===== config.mk =====
export PLATFORM = sky130hd
export DESIGN_NAME = enchimento_flat
export DESIGN_NICKNAME = d
export VERILOG_FILES = /design/src/rtl/enchimento_if.sv /design/src/rtl/enchimento.sv /design/src/flat_wrapper.sv
export SDC_FILE = /design/constraint.sdc
export NUM_CORES = 1
export LEC_CHECK = 0
export ABC_AREA = 1
export CAP_MARGIN = 20
export CORE_UTILIZATION = 61
export DETAILED_ROUTE_END_ITERATION = 8
export DONT_BUFFER_PORTS = 1
export HOLD_SLACK_MARGIN = 0.03
export PLACE_DENSITY = 0.78
export REMOVE_ABC_BUFFERS = 1
export SYNTH_ARGS = -nofsm -noshare
export SYNTH_HDL_FRONTEND = slang
export SYNTH_SLANG_ARGS = --single-unit

===== constraint.sdc =====
create_clock -name clock -period 1.9 [get_ports clock]
set_clock_uncertainty 0.15 [all_clocks]
set_input_delay 0.19 -clock clock [delete_from_list [all_inputs] [get_ports clock]]
set_output_delay 0.19 -clock clock [all_outputs]
set_load 0.02 [all_outputs]

===== src/rtl/enchimento_if.sv =====
// rtl/enchimento_if.sv - fill-stage handshake bundle between sequencer and enchimento
interface enchimento_if #(
  parameter int LARGURA_NIVEL = 4
) ();
  logic                     start;
  logic [LARGURA_NIVEL-1:0] nivel_sensor;
  logic [LARGURA_NIVEL-1:0] nivel_alvo;
  logic                     valvula;
  logic                     pronto;
  logic                     erro;

  modport master (
    output start, nivel_sensor, nivel_alvo,
    input  valvula, pronto, erro
  );

  modport slave (
    input  start, nivel_sensor, nivel_alvo,
    output valvula, pronto, erro
  );
endinterface


===== src/rtl/enchimento.sv =====
// rtl/enchimento.sv - drum water-fill stage with debounce and sticky timeout
// REPOSICAO_NIVEL_EN adds top-up from PRONTO through REPONDO with hysteresis.
module enchimento #(
  parameter int LARGURA_NIVEL        = 4,
  parameter int TEMPO_MAX_ENCHIMENTO = 12,
  parameter int CICLOS_ESTAVEL       = 3
`ifdef REPOSICAO_NIVEL_EN
  , parameter int HISTERESE          = 2
`endif
) (
  input logic         clock,
  input logic         reset_n,
  enchimento_if.slave bus
);

  typedef enum logic [2:0] {
    OCIOSO,
    ENCHENDO,
    PRONTO,
    ERRO
`ifdef REPOSICAO_NIVEL_EN
    , REPONDO
`endif
  } estado_t;

  localparam logic [7:0] TEMPO_MAX = 8'(TEMPO_MAX_ENCHIMENTO);
  localparam logic [3:0] ESTAVEL   = 4'(CICLOS_ESTAVEL);

  estado_t                  state_q, state_d;
  logic                     valvula_q, valvula_d;
  logic                     pronto_q, pronto_d;
  logic                     erro_q, erro_d;
  logic [LARGURA_NIVEL-1:0] alvo_q, alvo_d;
  logic [7:0]               tempo_q, tempo_d;
  logic [3:0]               estavel_q, estavel_d;

  logic                     cheio;
  logic [7:0]               tempo_inc;
  logic [3:0]               estavel_inc;
`ifdef REPOSICAO_NIVEL_EN
  localparam logic [LARGURA_NIVEL:0] HIST = (LARGURA_NIVEL+1)'(HISTERESE);
  logic                     baixo;
  // One extra bit so sensor + hysteresis never wraps.
  assign baixo = ({1'b0, bus.nivel_sensor} + HIST) < {1'b0, alvo_q};
`endif

  assign cheio       = bus.nivel_sensor >= alvo_q;
  assign tempo_inc   = (tempo_q >= TEMPO_MAX) ? TEMPO_MAX : tempo_q + 8'd1;
  assign estavel_inc = cheio ? estavel_q + 4'd1 : 4'd0;

  always_comb begin
    state_d   = state_q;
    valvula_d = valvula_q;
    pronto_d  = pronto_q;
    erro_d    = erro_q;
    alvo_d    = alvo_q;
    tempo_d   = tempo_q;
    estavel_d = estavel_q;
    if (!bus.start) begin
      state_d   = OCIOSO;
      valvula_d = 1'b0;
      pronto_d  = 1'b0;
      erro_d    = 1'b0;
      alvo_d    = '0;
      tempo_d   = '0;
      estavel_d = '0;
    end else begin
      case (state_q)
        OCIOSO: begin
          state_d   = ENCHENDO;
          alvo_d    = bus.nivel_alvo;
          tempo_d   = '0;
          estavel_d = '0;
          valvula_d = bus.nivel_sensor < bus.nivel_alvo;
          pronto_d  = 1'b0;
          erro_d    = 1'b0;
        end
        ENCHENDO
`ifdef REPOSICAO_NIVEL_EN
        , REPONDO
`endif
        : begin
          tempo_d   = tempo_inc;
          estavel_d = estavel_inc;
          valvula_d = !cheio;
          // Debounce completion beats timeout on the same edge.
          if (estavel_inc >= ESTAVEL) begin
            state_d   = PRONTO;
            pronto_d  = 1'b1;
            valvula_d = 1'b0;
          end else if (tempo_inc >= TEMPO_MAX) begin
            state_d   = ERRO;
            erro_d    = 1'b1;
            pronto_d  = 1'b0;
            valvula_d = 1'b0;
          end
        end
        PRONTO: begin
          pronto_d  = 1'b1;
          valvula_d = 1'b0;
`ifdef REPOSICAO_NIVEL_EN
          // pronto stays high while topping up so the heater is not restarted.
          if (baixo) begin
            state_d   = REPONDO;
            valvula_d = 1'b1;
            tempo_d   = '0;
            estavel_d = '0;
          end
`endif
        end
        ERRO: begin
          erro_d    = 1'b1;
          pronto_d  = 1'b0;
          valvula_d = 1'b0;
        end
        default: state_d = OCIOSO;
      endcase
    end
  end

  always_ff @(posedge clock or negedge reset_n) begin
    if (!reset_n) begin
      state_q   <= OCIOSO;
      valvula_q <= 1'b0;
      pronto_q  <= 1'b0;
      erro_q    <= 1'b0;
      alvo_q    <= '0;
      tempo_q   <= '0;
      estavel_q <= '0;
    end else begin
      state_q   <= state_d;
      valvula_q <= valvula_d;
      pronto_q  <= pronto_d;
      erro_q    <= erro_d;
      alvo_q    <= alvo_d;
      tempo_q   <= tempo_d;
      estavel_q <= estavel_d;
    end
  end

  assign bus.valvula = valvula_q;
  assign bus.pronto  = pronto_q;
  assign bus.erro    = erro_q;

endmodule


===== src/flat_wrapper.sv =====
// flat-port wrapper written by rule: the top's interface ports become plain ports
module enchimento_flat 
#(
  parameter int LARGURA_NIVEL        = 4,
  parameter int TEMPO_MAX_ENCHIMENTO = 12,
  parameter int CICLOS_ESTAVEL       = 3

)
  (clock, reset_n, bus_start, bus_nivel_sensor, bus_nivel_alvo, bus_valvula, bus_pronto, bus_erro);
  enchimento_if #(.LARGURA_NIVEL(LARGURA_NIVEL)) bus_i ();
  input logic clock;
  input logic reset_n;
  input wire logic [$bits(bus_i.start)-1:0] bus_start;
  input wire logic [$bits(bus_i.nivel_sensor)-1:0] bus_nivel_sensor;
  input wire logic [$bits(bus_i.nivel_alvo)-1:0] bus_nivel_alvo;
  output wire logic [$bits(bus_i.valvula)-1:0] bus_valvula;
  output wire logic [$bits(bus_i.pronto)-1:0] bus_pronto;
  output wire logic [$bits(bus_i.erro)-1:0] bus_erro;
  assign bus_i.start = bus_start;
  assign bus_i.nivel_sensor = bus_nivel_sensor;
  assign bus_i.nivel_alvo = bus_nivel_alvo;
  assign bus_valvula = bus_i.valvula;
  assign bus_pronto = bus_i.pronto;
  assign bus_erro = bus_i.erro;
  enchimento #(.LARGURA_NIVEL(LARGURA_NIVEL), .TEMPO_MAX_ENCHIMENTO(TEMPO_MAX_ENCHIMENTO), .CICLOS_ESTAVEL(CICLOS_ESTAVEL)) u_core (.clock(clock), .reset_n(reset_n), .bus(bus_i));
endmodule

==> impl_metrics.ini <==
[floorplanning]
rows = 16
die-area_mm2 = 0.00233
core_area_mm2 = 0.00198
die_height_um = 48.3
die_w_um = 48.3
initial_utilization_pct = 65.9
ios = 14

[worst_setup_path]
cp_max_fo = 6
cp-start-kind = register
end_kind = register
path_class = register to register
critPathSlowestCell = dfrtp_1
cp.required_ns = 1.96
cp_common_cell = nand2_1
slowest_delay_ns = 0.52
worst_ep_arrival_time_ns = 1.82
path_cells = inv_1, ha_1, nand2_1, inv_1, nand2_1, nand2_1, o21ai_1, nand2_1

[synthesis]
yosysTopAreaCellShare_pct = 40.2
avgSynthCellArea_um2 = 8.16
syn-cell-area_mm2 = 0.00131
synth_cell_types = 22
yosysSeqAreaShare_pct = 40.2
synth_top_area_cell = dfrtp_1
ys_ff_latch = 21
yosys-top-cells-area = dfrtp_1, ha_1, inv_1, nand2_1, o21ai_0
yosys_warnings = 0
syn_inst = 160

[pwr]
clockPowerShare_pct = 15.5
swShare_pct = 42.6
p_sw_uw = 602
p_int_uw = 811
combinationalPowerShare_pct = 37.7
seqPwrFrac_pct = 46.9
peakVddDrop_v = 0.000849
leakagePower_nw = 0.728
power.density_mw_per_mm2 = 1010

[detailed_routing]
drt-initial-drc-count = 19
viasPerCell = 5.30
drc = 0
ant_nets = 0
drt_first_pass_iters = 4
drt-wirelength-per-cell_um = 12.3
vias = 1028
wirelength_mm = 2.39

[cells_and_area]
n_fill_cell = 149
nNetsFinal = 193
diodes = 0
drive_gt1_share_pct = 11.4
syn2layout_area_growth_pct = 7.18
post-route-util_pct = 70.6

[global_route]
grt_pass1_wl_mm = 3.76
antenna_found_initial = 0
gr-total-overflow = 0
grt_pass1_vias = 984
grt_max_degree = 22
grt_usage_pct = 23.7

[timing]
tns_ns = 0
tightest_slew_ns = 0.946
period_share_pct = 92.8
setup-violations-final = 0
max_freq_mhz = 567
hold_viol = 0
period_minus_slack_ns = 1.76
rsz0062_at_grt = no
relSlewSlack_pct = 36.7
drv_slew = 0

[clocking]
h-tree-depth = 1
clock_tree.root_cell = clkbuf_4
insertion_delay_ns = 0.30
clkTransAtPathRegs_ns = 0.12
cts_buffers = 3
clockBufferDepth = 2
cts_tree = done
cts_sinks = 21

[place]
gp_congestion = 0.834
hpwl_mm = 1.68
io_buffer_count = 0

[run]
cap_violations = 0

[worst_hold_path]
hold_class = input port to register

[run_status]
status = finished clean
[metrics by stage]
step	instances	instance area (um^2)	setup slack [ns]	power, mW	hold WS [ns]
detailed placement	184	1310	0.170	1.17	-0.255
CTS	194	1400	0.156	1.42	0.118
finish	194	1400	0.137	1.41	0.141
floorplan	157	1280	0.366	1.06	-0.256
global route	194	1400	0.0145	1.53	0.145
global placement	184	1310	0.221	1.15	-0.255
[power by group through the flow]
stage | combinational, mW | sequential, mW | clock (mW)
2_1_floorplan | 0.413 | 0.647 | 0
3_3_place_gp | 0.486 | 0.664 | 0
3_5_place_dp | 0.502 | 0.671 | 0
4_1_cts | 0.529 | 0.661 | 0.225
5_1_grt | 0.619 | 0.676 | 0.236
6_report | 0.532 | 0.662 | 0.219
[cells in the mapped netlist (all sizes together)]
| library cell | count |
|---|---|
| a21oi | 7 |
| a32o | 1 |
| buf | 3 |
| dfrtp | 21 |
| ha | 14 |
| inv | 32 |
| nand2 | 35 |
| nand3 | 10 |
| nand3b | 1 |
| nand4 | 5 |
| nor2 | 13 |
| o21ai | 16 |
| o22ai | 1 |
| xnor2 | 1 |
[state kept, by name (all words and copies together), names as in the netlist]
register	count
u_core.bus.erro	1
u_core.bus.pronto	1
u_core.state_q	2
u_core.bus.valvula	1
u_core.alvo_q	4
u_core.estavel_q	4
u_core.tempo_q	8
[final cells by class]
class,instances,area [um^2],share of cell area (%)
clock buffers,3,22.5,1.61
repair buffers,6,60.1,4.29
multi-input cells,104,633,45.2
clock inverters,1,5.00,0.357
inverters,32,120,8.58
flip-flops and latches,21,526,37.5
well taps,27,33.8,2.41
[per-layer routing]
metal  wire [um]  part of all wire (%)  up-vias  track usage, %
li1            -                     -      521               -
met1        1100                    46      479            29.4
met2        1170                    49       24            38.9
met3          98                   4.1        4            5.93
met4          27                   1.1        0            10.6
met5           0                     0        -               0
[placed cells by master, fill, tap and decap left out]
| cell type | netlist | routed |
|---|---|---|
| o21ai_1 | 3 | 3 |
| nor2_1 | 8 | 8 |
| nand3b_1 | 1 | 1 |
| o22ai_1 | 1 | 1 |
| nand2_1 | 28 | 28 |
| dfrtp_1 | 21 | 21 |
| dlygate4sd3_1 | 0 | 6 |
| o21ai_2 | 1 | 1 |
| a32o_1 | 1 | 1 |
| o21ai_0 | 12 | 12 |
| clkinv_2 | 0 | 1 |
| clkbuf_4 | 0 | 3 |
| nand2_2 | 7 | 7 |
| nor2_2 | 3 | 3 |
| nor2_4 | 2 | 2 |
| inv_1 | 31 | 31 |
| nand4_1 | 5 | 5 |
| a21oi_1 | 7 | 7 |
| inv_2 | 1 | 1 |
| xnor2_1 | 1 | 1 |
| ha_1 | 14 | 14 |
| nand3_1 | 9 | 9 |
| nand3_2 | 1 | 1 |
[worst max-delay path, delay by kind of cell, from the launching register on]
kind,cells,cell delay (ns)
simple gates,4,0.39
compound gates,1,0.12
fa+ha+maj,1,0.25
buf+inv,2,0.24
flops,1,0.52
[final timing paths]
path,start,to,slack (ns),cells past startpoint
setup / recovery,u_core.state_q[1]$_DFFE_PN0P_,u_core.bus.erro$_DFFE_PN0P_,0.14,8
hold / removal,bus_start,u_core.tempo_q[6]$_DFFE_PN0P_,0.14,2
setup reg to reg,u_core.state_q[1]$_DFFE_PN0P_,u_core.bus.erro$_DFFE_PN0P_,0.14,8
hold reg to reg,u_core.tempo_q[7]$_DFFE_PN0P_,u_core.tempo_q[7]$_DFFE_PN0P_,0.37,2
max in group asynchronous,reset_n,u_core.estavel_q[3]$_DFFE_PN0P_,0.72,1
min in group asynchronous,reset_n,u_core.alvo_q[3]$_DFFE_PN0N_,0.31,1
[kinds of logic after synthesis]
logic type / synth area share (%)
AOI/OAI and AO/OA: 10.3
buffers and inverters: 11.3
DFF: 40.2
and+or+nand+nor: 24.0
adders and majority gates: 13.4
xor gates and xnor gates: 0.671
[what timing repair did]
action / CTS / global route
gates resized for setup: 0 / 0
setup endpoints to repair: 0 / 0
hold buffers: 6 / 0
setup buffers: 0 / 0
endpoints found under the hold margin: 31 / 0
Power figures use the tool's default switching activity.
